--- config.mk ---
export PLATFORM = sky130hd
export DESIGN_NAME = rf_scoreboard
export DESIGN_NICKNAME = d
export VERILOG_FILES = /design/src/rtl/rf_scoreboard_pkg.sv /design/src/rtl/rf_scoreboard_sb_counter.sv /design/src/rtl/rf_scoreboard.sv
export SDC_FILE = /design/constraint.sdc
export NUM_CORES = 1
export LEC_CHECK = 0
export ABC_AREA = 1
export CAP_MARGIN = 20
export CORE_UTILIZATION = 40
export CTS_BUF_LIST = sky130_fd_sc_hd__clkbuf_16
export CTS_CLUSTER_SIZE = 25
export DETAILED_ROUTE_END_ITERATION = 10
export PLACE_DENSITY = 0.64
export SYNTH_ARGS = -nofsm -noshare
export SYNTH_HDL_FRONTEND = slang
export SYNTH_SLANG_ARGS = --single-unit
--- constraint.sdc ---
create_clock -name clk -period 1.8 [get_ports clk]
set_input_delay 0.36 -clock clk [delete_from_list [all_inputs] [get_ports clk]]
set_output_delay 0.36 -clock clk [all_outputs]
set_load 0.01 [all_outputs]
--- src/rtl/rf_scoreboard_pkg.sv ---
// Shared sizing and types for the register-file write scoreboard.
// Counters track in-flight writers per architectural register.
package rf_scoreboard_pkg;

  localparam int NUM_REGS = 32;
  localparam int ADDR_W   = 5;
  localparam int CNT_W    = 2;

  typedef logic [ADDR_W-1:0] reg_addr_t;
  typedef logic [CNT_W-1:0]  sb_cnt_t;

  localparam sb_cnt_t CNT_MAX = '1;

endpackage

--- src/rtl/rf_scoreboard_sb_counter.sv ---
// One saturating up/down/clear pending-writer counter.
// Simultaneous inc and dec cancel out.
module sb_counter
  import rf_scoreboard_pkg::*;
(
  input  logic    clk,
  input  logic    reset,
  input  logic    clear,
  input  logic    inc,
  input  logic    dec,
  output sb_cnt_t cnt
);

  always_ff @(posedge clk) begin
    if (reset || clear) begin
      cnt <= '0;
    end else if (inc && !dec) begin
      if (cnt != CNT_MAX)
        cnt <= cnt + 1'b1;
    end else if (dec && !inc) begin
      if (cnt != '0)
        cnt <= cnt - 1'b1;
    end
  end

  a_no_underflow: assert property (
    @(posedge clk) disable iff (reset || clear)
    (dec && !inc) |-> (cnt != '0));

  a_no_overflow: assert property (
    @(posedge clk) disable iff (reset || clear)
    (inc && !dec) |-> (cnt != CNT_MAX));

endmodule

--- src/rtl/rf_scoreboard.sv ---
// Register-file RAW scoreboard replacing the ID-stage
// address-compare interlock with per-register counters.
module rf_scoreboard
  import rf_scoreboard_pkg::*;
(
  input  logic                clk,
  input  logic                reset,
  input  logic                issue_fire,
  input  logic                issue_we,
  input  logic [ADDR_W-1:0]   issue_dest,
  input  logic                src1_valid,
  input  logic [ADDR_W-1:0]   src1_addr,
  input  logic                src2_valid,
  input  logic [ADDR_W-1:0]   src2_addr,
  input  logic                dest_check,
  input  logic                retire_fire,
  input  logic                retire_we,
  input  logic [ADDR_W-1:0]   retire_dest,
  input  logic                flush,
  output logic                id_ready_go,
  output logic                src1_hazard,
  output logic                src2_hazard,
  output logic [NUM_REGS-1:0] pending_vec,
  output logic [CNT_W-1:0]    inflight_cnt
);

  logic [NUM_REGS-1:0][CNT_W-1:0] cnt;
  logic [NUM_REGS-1:0]            inc_vec;
  logic [NUM_REGS-1:0]            dec_vec;
  logic                           iss_ev;
  logic                           ret_ev;
  logic                           dest_sat;

  assign iss_ev = issue_fire && issue_we;
  assign ret_ev = retire_fire && retire_we;

  assign cnt[0]         = '0;
  assign inc_vec[0]     = 1'b0;
  assign dec_vec[0]     = 1'b0;
  assign pending_vec[0] = 1'b0;

  // r0 is hardwired zero, so only 1..31 get a counter
  for (genvar i = 1; i < NUM_REGS; i++) begin : g_cnt
    assign inc_vec[i] = iss_ev && (issue_dest == ADDR_W'(i));
    assign dec_vec[i] = ret_ev && (retire_dest == ADDR_W'(i));
    assign pending_vec[i] = |cnt[i];

    sb_counter u_cnt (
      .clk   (clk),
      .reset (reset),
      .clear (flush),
      .inc   (inc_vec[i]),
      .dec   (dec_vec[i]),
      .cnt   (cnt[i])
    );
  end

  assign src1_hazard = src1_valid && (src1_addr != '0)
                    && (cnt[src1_addr] != '0);
  assign src2_hazard = src2_valid && (src2_addr != '0)
                    && (cnt[src2_addr] != '0);
  assign dest_sat    = dest_check && (issue_dest != '0)
                    && (cnt[issue_dest] == CNT_MAX);

  assign id_ready_go = !(src1_hazard || src2_hazard || dest_sat);

  always_ff @(posedge clk) begin
    if (reset || flush) begin
      inflight_cnt <= '0;
    end else if (iss_ev && !ret_ev) begin
      if (inflight_cnt != CNT_MAX)
        inflight_cnt <= inflight_cnt + 1'b1;
    end else if (ret_ev && !iss_ev) begin
      if (inflight_cnt != '0)
        inflight_cnt <= inflight_cnt - 1'b1;
    end
  end

endmodule

==> reports/results.ini <==
[outcome]
outcome=complete, but fails checks
violations=setup timing

[grt]
gr-total-overflow=0
track_usage=0.3132
grt_start_max_net_pins=39
grt_pass1_wl_um=31420
grt_antenna_before_repair=0
grt_pass1_vias=6397

[clock_network]
cts_tree=built
clock-root-buffer=clkbuf_16
clk_latency_ps=350
cts_buffers=9
htree_levels=3
clock_sinks=64
clk_path_buf_depth=2
clk_pin_slew_ps=60

[cells_and_area]
nFillCells=1158
drive_above_1_share=0.3101
area_delta_synth_final_pct=60.12
fin_cells=1407
multi_input_area_um2=3442
num_antenna_cells=0
num-nets-final=1260
fin_area_um2=8224
ff_latch_area_um2=1325
final_util=0.6544

[power]
pwr_density_cell_nw_per_um2=483.3
p_clk_frac=0.483
p_int_mw=2.910
switching_share=0.2679
p_total_mw=3.975
ir_drop_v=0.0004881
p_leak_nw=4.116
p_seq_frac=0.357
pwr-share-comb=0.160
p_switching_mw=1.065

[detailed_routing]
drcViolationCount=0
viasPerCell=5.002
wl_per_cell_um=14.49
ant_nets=0
drt_iter0_markers=617
top_layer=met4
wl_met2_um=9451
drt-met1-wl_um=8653
wl_met3_um=1521
first_pass_iters=5
wl_um=20390
vias=7038

[timing]
drv_slew=0
finalCritPeriodShare=1.182
hold_viol_final=0
setup_viol=3
finClkSkew_ps=1.080
min_period_ps=2128
setup_ws_ps=-328.4
rsz0062_at_grt=yes
whs_ps=454.6
max_freq_ghz=0.4698
fin_setup_tns_ps=-756.1

[synth]
syn-mean-instance-area_um2=5.412
ys_types=36
synth-seq-area-share=0.2495
synth_area_leaders=dfxtp_1 (25%), nand2_1 (24%), nor2_1 (10%), inv_1 (9.5%), a21oi_1 (7.1%)
synth-edff-count=0
ys_warn_count=0
synth_area_leader_cell=dfxtp_1
synthFlopType=dfxtp_1
yosysTopAreaCellShare=0.2495
ys_seq_elements=64
syn_nets=979
yosys-top-cells-count=nand2_1 (326), nor2_1 (143), inv_1 (130)
yosys.cell_count.top_type=nand2_1
async_reset_ff_frac=0
syn_area_um2=5136
syn_inst=949

[critical_path]
timing.rr.end=g_cnt[2].u_cnt.cnt[0]
r2r_cells=5
worstPathArrival_ps=1770
start_kind=register
timing.rr.start=g_cnt[2].u_cnt.cnt[0]
cp-end-kind=output pin
rrSetupSlack_ps=620
critPathMaxFanout=3
critPathRequiredTime_ps=1440
criticalPathCategory=register to output pin

[die]
core_region_area_um2=12570
row_count=41
die_h_um=115.3
die-area_um2=13300
start_util=0.4087
die_x_um=115.3
ios=67

[placement]
hpwl_um=15580
gp_congestion=0.9498
port_buffers=65
place_area_um2=7538
post-place-ws_ps=-1087
dpl.cell_count=1375

[hold_path]
hold_path.startpoint=g_cnt[31].u_cnt.cnt[0]
hold_class=register to register
min_to=g_cnt[31].u_cnt.cnt[0]
hold_path_depth=1

[run]
maxCapViolations=0

==> how the worst max path moves through the flow <==
| stage | end | depth (start not counted) | slack [ps] | startpoint |
|---|---|---|---|---|
| after floorplan | id_ready_go | 13 | 60 | issue_dest[0] |
| after global placement | id_ready_go | 15 | -1040 | issue_dest[0] |
| after detailed placement | id_ready_go | 15 | -1090 | issue_dest[0] |
| after CTS | id_ready_go | 14 | -320 | issue_dest[3] |
| after global routing | id_ready_go | 15 | -430 | g_cnt[13].u_cnt.cnt[0] |
| final | id_ready_go | 13 | -330 | g_cnt[5].u_cnt.cnt[0] |
==> layer usage <==
metal | track usage | vias to the layer above
met1 | 0.3830 | 3146
met5 | 0 | -
met4 | 0.1532 | 0
met2 | 0.5230 | 281
li1 | - | 3564
met3 | 0.06378 | 47
==> power by group through the flow <==
stage | sequential, mW | combinational [mW] | clock, mW
finish | 1.42 | 0.635 | 1.92
global route | 1.42 | 0.679 | 1.99
global placement | 1.45 | 0.568 | 0
detailed placement | 1.45 | 0.569 | 0
CTS | 1.42 | 0.584 | 1.94
floorplan | 1.45 | 0.237 | 0
==> cell type report <==
type                    count  share of cell area
clock inverters             7             0.01171
repair buffers            288              0.2901
flip-flops and latches     64              0.1611
well taps                 172             0.02617
inverters                 139             0.06496
multi-input cells         728              0.4185
clock buffers               9             0.02738
==> sequential cells by signal, indices dropped and copies added (netlist names) <==
name / cells
inflight_cnt: 2
g_cnt.u_cnt.cnt: 62
==> worst max-delay path, cell delays in order, from the launching register on <==
cell,delay [ps]
dfxtp_2,330
nor2_1,80
buf_4,150
nor2_1,50
nor2_1,100
nand3_1,90
nand2_1,80
nand2_1,60
nand3_1,70
nand2_1,60
nand2_1,70
nand2_1,60
nor2_1,90
buf_2,130
==> timing repair <==
action,in CTS,in global routing
endpoints found under the setup margin,67,42
setup buffers,8,6
resized for setup,131,79
pin swaps,22,17
gates cloned,1,1
hold buffers,0,0
==> layout by cell type, fill, tap and decap left out, types with 3 or more instances in the layout <==
cell type | Yosys | routed
a211oi_1 | 11 | 11
a21oi_1 | 73 | 70
a21oi_2 | 0 | 3
buf_12 | 0 | 6
buf_2 | 7 | 5
buf_4 | 5 | 211
buf_6 | 0 | 7
clkbuf_16 | 0 | 10
clkbuf_2 | 0 | 3
clkdlybuf4s50_1 | 0 | 19
dfxtp_1 | 64 | 31
dfxtp_2 | 0 | 32
dlygate4sd2_1 | 0 | 31
dlymetal6s2s_1 | 0 | 3
inv_1 | 130 | 116
inv_2 | 7 | 18
nand2_1 | 326 | 307
nand2_2 | 3 | 22
nand3_1 | 54 | 53
nor2_1 | 143 | 115
nor2_2 | 9 | 28
nor2_4 | 4 | 13
nor3_2 | 1 | 3
o2111ai_1 | 4 | 4
o211ai_1 | 13 | 13
o21a_1 | 4 | 4
o21ai_0 | 34 | 29
o21ai_1 | 24 | 27
o21ai_2 | 2 | 4
o21bai_1 | 3 | 3
==> logic make-up (layout without fill, tap and decap cells) <==
| kind of cell | after synthesis | count (layout) | synth area share |
|---|---|---|---|
| flops | 64 | 64 | 0.2495 |
| simple gates | 551 | 551 | 0.4334 |
| other cells | 1 | 1 | 0.0007301 |
| compound gates | 176 | 176 | 0.1961 |
| buf+inv | 157 | 443 | 0.1203 |
Power figures use the tool's default switching activity.
